### config.mk
export PLATFORM = sky130hd
export DESIGN_NAME = imem_arbiter
export DESIGN_NICKNAME = d
export VERILOG_FILES = /design/src/rtl/imem_arbiter.sv
export SDC_FILE = /design/constraint.sdc
export NUM_CORES = 1
export LEC_CHECK = 0
export CORE_MARGIN = 2
export CORE_UTILIZATION = 25
export DETAILED_ROUTE_END_ITERATION = 12
export MAX_ROUTING_LAYER = met4
export SLEW_MARGIN = 20
export SYNTH_ARGS = -nofsm -noshare
export SYNTH_HDL_FRONTEND = slang
export SYNTH_SLANG_ARGS = --single-unit
### constraint.sdc
create_clock -name clk -period 1.7 [get_ports clk]
set_clock_uncertainty 0.1 [all_clocks]
set_input_delay 0.255 -clock clk [delete_from_list [all_inputs] [get_ports clk]]
set_output_delay 0.255 -clock clk [all_outputs]
set_load 0.1 [all_outputs]
### src/rtl/imem_arbiter.sv
// Shares the asynchronous instruction-ROM read port between CPU fetch (priority) and a secondary reader.
// Fetch and dbg grant are combinational; the dbg response is registered one cycle after the grant.
module imem_arbiter #(
    parameter int ADDRESS_WIDTH = 8,
    parameter int DATA_WIDTH    = 32,
    parameter int MAX_WAIT      = 4
) (
    input  logic                  clk,
    input  logic                  rst,
    input  logic                  fetch_req,
    input  logic [DATA_WIDTH-1:0] fetch_addr,
    output logic [DATA_WIDTH-1:0] fetch_instr,
    output logic                  fetch_stall,
    input  logic                  dbg_req,
    input  logic [DATA_WIDTH-1:0] dbg_addr,
    output logic                  dbg_gnt,
    output logic                  dbg_valid,
    output logic [DATA_WIDTH-1:0] dbg_data,
    output logic                  dbg_err,
    output logic [DATA_WIDTH-1:0] rom_addr,
    input  logic [DATA_WIDTH-1:0] rom_data
);

    typedef enum logic {
        FETCH_PRIO = 1'b0,
        DBG_SLOT   = 1'b1
    } state_t;

    localparam logic [3:0]            WAIT_LAST = 4'(MAX_WAIT - 1);
    localparam logic [DATA_WIDTH-1:0] NOP_INSTR = DATA_WIDTH'(32'h0000_0013);

    state_t                state_q, state_d;
    logic [3:0]            wait_cnt_q, wait_cnt_d;
    logic                  dbg_valid_q;
    logic [DATA_WIDTH-1:0] dbg_data_q, dbg_data_d;
    logic                  dbg_err_q, dbg_err_d;

    logic fetch_win;
    logic dbg_win;
    logic dbg_bad_addr;

    assign dbg_bad_addr = (dbg_addr[1:0] != 2'b00) ||
                          (dbg_addr[DATA_WIDTH-1:ADDRESS_WIDTH] != '0);

    always_comb begin
        state_d    = state_q;
        wait_cnt_d = wait_cnt_q;
        fetch_win  = 1'b0;
        dbg_win    = 1'b0;

        case (state_q)
            FETCH_PRIO: begin
                fetch_win = fetch_req;
                dbg_win   = dbg_req & ~fetch_req;
            end
            DBG_SLOT: begin
                dbg_win   = dbg_req;
                fetch_win = fetch_req & ~dbg_req;
            end
            default: begin
                fetch_win = fetch_req;
            end
        endcase

        // Counter saturates so the forced slot is armed until dbg is finally served.
        if (dbg_req && !dbg_win) begin
            wait_cnt_d = (wait_cnt_q == WAIT_LAST) ? wait_cnt_q : wait_cnt_q + 4'd1;
        end else begin
            wait_cnt_d = 4'd0;
        end

        case (state_q)
            FETCH_PRIO: begin
                if (dbg_req && !dbg_win && (wait_cnt_q == WAIT_LAST)) begin
                    state_d = DBG_SLOT;
                end
            end
            default: state_d = FETCH_PRIO;
        endcase

        dbg_data_d = dbg_data_q;
        dbg_err_d  = dbg_err_q;
        if (dbg_win) begin
            dbg_err_d  = dbg_bad_addr;
            dbg_data_d = dbg_bad_addr ? '0 : rom_data;
        end
    end

    always_ff @(posedge clk or negedge rst) begin
        if (!rst) begin
            state_q     <= FETCH_PRIO;
            wait_cnt_q  <= 4'd0;
            dbg_valid_q <= 1'b0;
            dbg_data_q  <= '0;
            dbg_err_q   <= 1'b0;
        end else begin
            state_q     <= state_d;
            wait_cnt_q  <= wait_cnt_d;
            dbg_valid_q <= dbg_win;
            dbg_data_q  <= dbg_data_d;
            dbg_err_q   <= dbg_err_d;
        end
    end

    // While reset is held the ROM port is parked and fetch sees a stalled NOP.
    always_comb begin
        if (!rst) begin
            dbg_gnt     = 1'b0;
            fetch_stall = 1'b1;
            rom_addr    = '0;
            fetch_instr = NOP_INSTR;
        end else begin
            dbg_gnt     = dbg_win;
            fetch_stall = fetch_req & ~fetch_win;
            rom_addr    = fetch_win ? fetch_addr : (dbg_win ? dbg_addr : '0);
            fetch_instr = fetch_win ? rom_data : NOP_INSTR;
        end
    end

    assign dbg_valid = dbg_valid_q;
    assign dbg_data  = dbg_data_q;
    assign dbg_err   = dbg_err_q;

endmodule

==> impl.org <==
** Clock tree
- Cell at the root of the clock tree :: sky130_fd_sc_hd__clkbuf_8
- Clock-pin slew was measured on the worst setup and hold paths at 80 ps.
- # clock sinks :: 39
- In this run the deepest clock path goes through 2 buffers.
- TritonCTS created 5 clock buffers.
- TritonCTS built the clock tree.
- Worst-skew pair later-pin latency :: 290 ps
- The H-tree was split into 2 levels.

** Layout
- The net count of the finished layout is 610.
- Relative area change from synthesis to final layout :: 153%
- Design area :: 6980 um^2
- The filler cells instantiated in the layout total 792.
- Antenna cells :: 0
- Share of post-route cells with drive strength above 1 :: 55.8%
- Measured on the finished design, the core utilization comes to 64.6%.
- The sequential cells in the finished layout cover a total of 976 um^2.
- Combined area of the multi-input logic cells :: 1880 um^2

** Pwr
- Summed over all cells, the static leakage comes to 2.90 nW.
- Internal cell power :: 1.99 mW
- Portion of total power attributed to combinational logic :: 51.6%
- Summed over all nets, the switching power comes to 1.27 mW.
- Power per cell area :: 468 nW/um^2
- Portion of total power attributed to sequential cells :: 28.6%
- Peak supply drop :: 291 uV
- Net switching share of the total power :: 39.0%
- Share of total power in the clock network :: 19.8%

** Yosys
- Flip-flop and latch count after synthesis :: 39
- Ranked by total cell area, the synthesized netlist is headed by sky130_fd_sc_hd__dfrtp_1 35%, sky130_fd_sc_hd__o32ai_2 18%, sky130_fd_sc_hd__a22o_1 9.9%.
- The average instance in the mapped netlist occupies 10.5 um^2.
- After synthesis, flip-flops and latches occupy 35.4% of the total area.
- Synth top area share :: 35.4%
- Post-synthesis net count :: 363
- Summed over all instances, the cell type with the most area after synthesis is sky130_fd_sc_hd__dfrtp_1.
- Post-synthesis instance area :: 2750 um^2
- Number of standard cells after synthesis :: 262
- Synth unique cells :: 31
- During synthesis, Yosys emitted a total of 0 warnings.

** Drt
- Routed vias :: 3154
- The first detailed-routing pass took 4 iterations.
- The count of nets left with antenna violations once routing finished came out at 0.
- Post-Route WL :: 12600 um
- After detailed routing, the number of remaining DRC violations is 0.
- The first routing iteration left 144 violations.
- After detailed routing, the average wire length per cell comes to 19.4 um.
- In the routed layout, each cell is associated on average with a via count of 4.86.

** Placed design
- Input and output buffers added on the ports amount to 199.
- Placer Congestion :: 0.848
- Dpl cell area :: 6560 um^2
- Worst slack at placement :: -439 ps
- Total half-perimeter wirelength after legalization and detailed placement :: 9650 um

** Floorplan
- Site Rows :: 38
- Pin placement for this block handled 200 I/O pins.
- The die is 109 um tall.
- The floorplan step defined a die boundary enclosing 11900 um^2.
- Effective utilization at floorplan :: 25.5%
- CORE AREA :: 10800 um^2
- Die X-Extent :: 109 um

** Worst hold path
- Tightest Hold Check Type :: in2async

** GRT
- Global route total overflow :: 0
- Largest net degree at the start of global routing :: 35
- First-pass GRT wire length :: 18700 um
- The via count of the first global-routing pass was 3303.
- Number of antenna violations at the first check in global routing :: 0
- Total routing resource utilization after global routing :: 21.3%

** Timing
- The final number of hold-violating endpoints came to 0.
- Final Cycle Share :: 118%
- Fin worst setup slack :: -312 ps
- Setup violations remaining at the end of the flow were counted as 65.
- Unrepaired setup endpoints after global routing :: true
- Final Max Tran Viols :: 0
- Worst-case headroom to the max-slew limit :: 56.7%
- Derived from the worst setup path, the maximum achievable clock frequency is 0.497 GHz.
- For the finished layout, the period the worst path requires is 2010 ps.
- For the pin with the worst max-slew slack, the measured transition is 648 ps.

** Worst setup path
- Data on the critical path is required at its endpoint by 1340 ps.
- Crit-path leading delay family :: flip-flops
- For this run, the slowest stage of the critical path takes 400 ps.
- The slowest stage of the critical path is the sky130_fd_sc_hd__dfrtp_1 cell.
- Cell seen most often among critical-path stages :: sky130_fd_sc_hd__buf_12
- Critical path peak fanout :: 12
- The critical path goes through nand2b_4 -> and3_4 -> buf_12 -> a22o_2 -> buf_12.
- Crit path buffers/inverters :: 2
- Kind of critical path :: reg2out
- STA classifies the critical path endpoint as a primary output.
- Data arrives at the worst endpoint at 1660 ps.
- STA classifies the critical path startpoint as a flip-flop.

** Flow run
- Max Cap Violations :: 0

** Outcome
- The run finished, with violations left.
- Failing checks :: setup timing
[flip-flops by register name, summed over array words and instances (netlist names)]
register	flops
dbg_valid	1
dbg_data	32
dbg_err	1
wait_cnt_q	4
state_q	1
[final timing paths]
check	from	depth (start not counted)	to	slack, ps
max reg2reg	state_q	5	dbg_data[19]	80
min in group clk	wait_cnt_q[1]	2	wait_cnt_q[1]	460
min reg2reg	wait_cnt_q[1]	2	wait_cnt_q[1]	460
min	rst	4	state_q	120
max in group asynchronous	rst	4	dbg_err	410
max	state_q	5	rom_addr[0]	-310
[per-layer routing]
layer | up-vias | part of all wire [%] | global-route usage, %
met5 | - | 0 | -
met4 | 0 | 0.50 | 2.75
met3 | 4 | 4.6 | 3.47
met2 | 96 | 53 | 37.6
met1 | 1560 | 41 | 26.3
li1 | 1494 | - | -
[repair_timing]
action | 4_1_cts | 5_1_grt
gates cloned | 3 | 4
setup buffers | 5 | 4
pin swaps | 15 | 9
hold buffers | 1 | 0
gates resized for setup | 35 | 13
hold endpoints to repair | 13 | 0
setup endpoints to repair | 99 | 99
[worst register-to-register path, cell delays in order, from the launching register on]
cell and delay, ps:
sky130_fd_sc_hd__dfrtp_1 380, sky130_fd_sc_hd__nand2b_4 150, sky130_fd_sc_hd__buf_6 270, sky130_fd_sc_hd__and2_2 270
sky130_fd_sc_hd__buf_4 230, sky130_fd_sc_hd__o32ai_4 110
[final cells by class]
| type | instances | area share (%) |
|---|---|---|
| Sequential cell | 39 | 14.0 |
| Tap cell | 140 | 2.51 |
| Clock inverter | 1 | 0.0717 |
| Multi-Input combinational cell | 160 | 26.9 |
| Clock buffer | 6 | 1.18 |
| Inverter | 32 | 1.72 |
| Timing Repair Buffer | 271 | 53.6 |
[placed cells by master (no fill, tap or decap), types with 6 or more instances in the layout]
| master | instances |
|---|---|
| sky130_fd_sc_hd__a22o_4 | 30 |
| sky130_fd_sc_hd__and2_4 | 29 |
| sky130_fd_sc_hd__buf_12 | 110 |
| sky130_fd_sc_hd__buf_4 | 47 |
| sky130_fd_sc_hd__buf_6 | 10 |
| sky130_fd_sc_hd__clkbuf_8 | 6 |
| sky130_fd_sc_hd__clkdlybuf4s50_1 | 83 |
| sky130_fd_sc_hd__dfrtp_1 | 39 |
| sky130_fd_sc_hd__dlygate4sd2_1 | 12 |
| sky130_fd_sc_hd__inv_1 | 32 |
| sky130_fd_sc_hd__nand4_1 | 32 |
| sky130_fd_sc_hd__o32ai_2 | 30 |
[cells by family (layout without fill, tap and decap cells)]
kind of cell	after synthesis	after routing	synth area share (%)
DFF	39	39	35.4
adders and majority gates	1	1	0.454
and+or+nand+nor	89	89	20.4
muxes	1	1	0.363
xor gates and xnor gates	2	2	0.636
AOI/OAI and AO/OA	67	67	29.4
buffers and inverters	63	310	13.3
[synthesized netlist by cell type, drive strengths merged]
cell type and n:
nor4 6, mux2i 1, clkbuf 5, nand2b 5, and3 1, a21oi 2
dlygate4sd1 2, dlymetal6s2s 3, dfrtp 39, xor2 2, a22o 32, nor2b 1
buf 21, nand4 33, nor2 4, nand2 3, o32ai 32, inv 32
nand3 3, o32a 1, nor3b 1, ha 1, nand3b 2, and2 30
[power by group through the flow]
stage	Clock [mW]	Sequential, mW	Combinational, mW
floorplan	0	0.960	0.866
CTS	0.671	0.933	1.68
global route	0.703	0.934	1.74
global placement	0	0.952	1.63
detailed placement	0	0.952	1.65
finish	0.647	0.933	1.69
[stage by stage]
step | std cells | power, mW | hold WS (ps) | TNS, ps
finish | 649 | 3.27 | 115 | -16500
global route | 649 | 3.38 | 144 | -21170
CTS | 644 | 3.29 | 113 | -20130
detailed placement | 628 | 2.60 | 233 | -37580
global placement | 628 | 2.59 | 228 | -34240
floorplan | 262 | 1.83 | -141 | -3620
(Power assumes the default switching activity.)
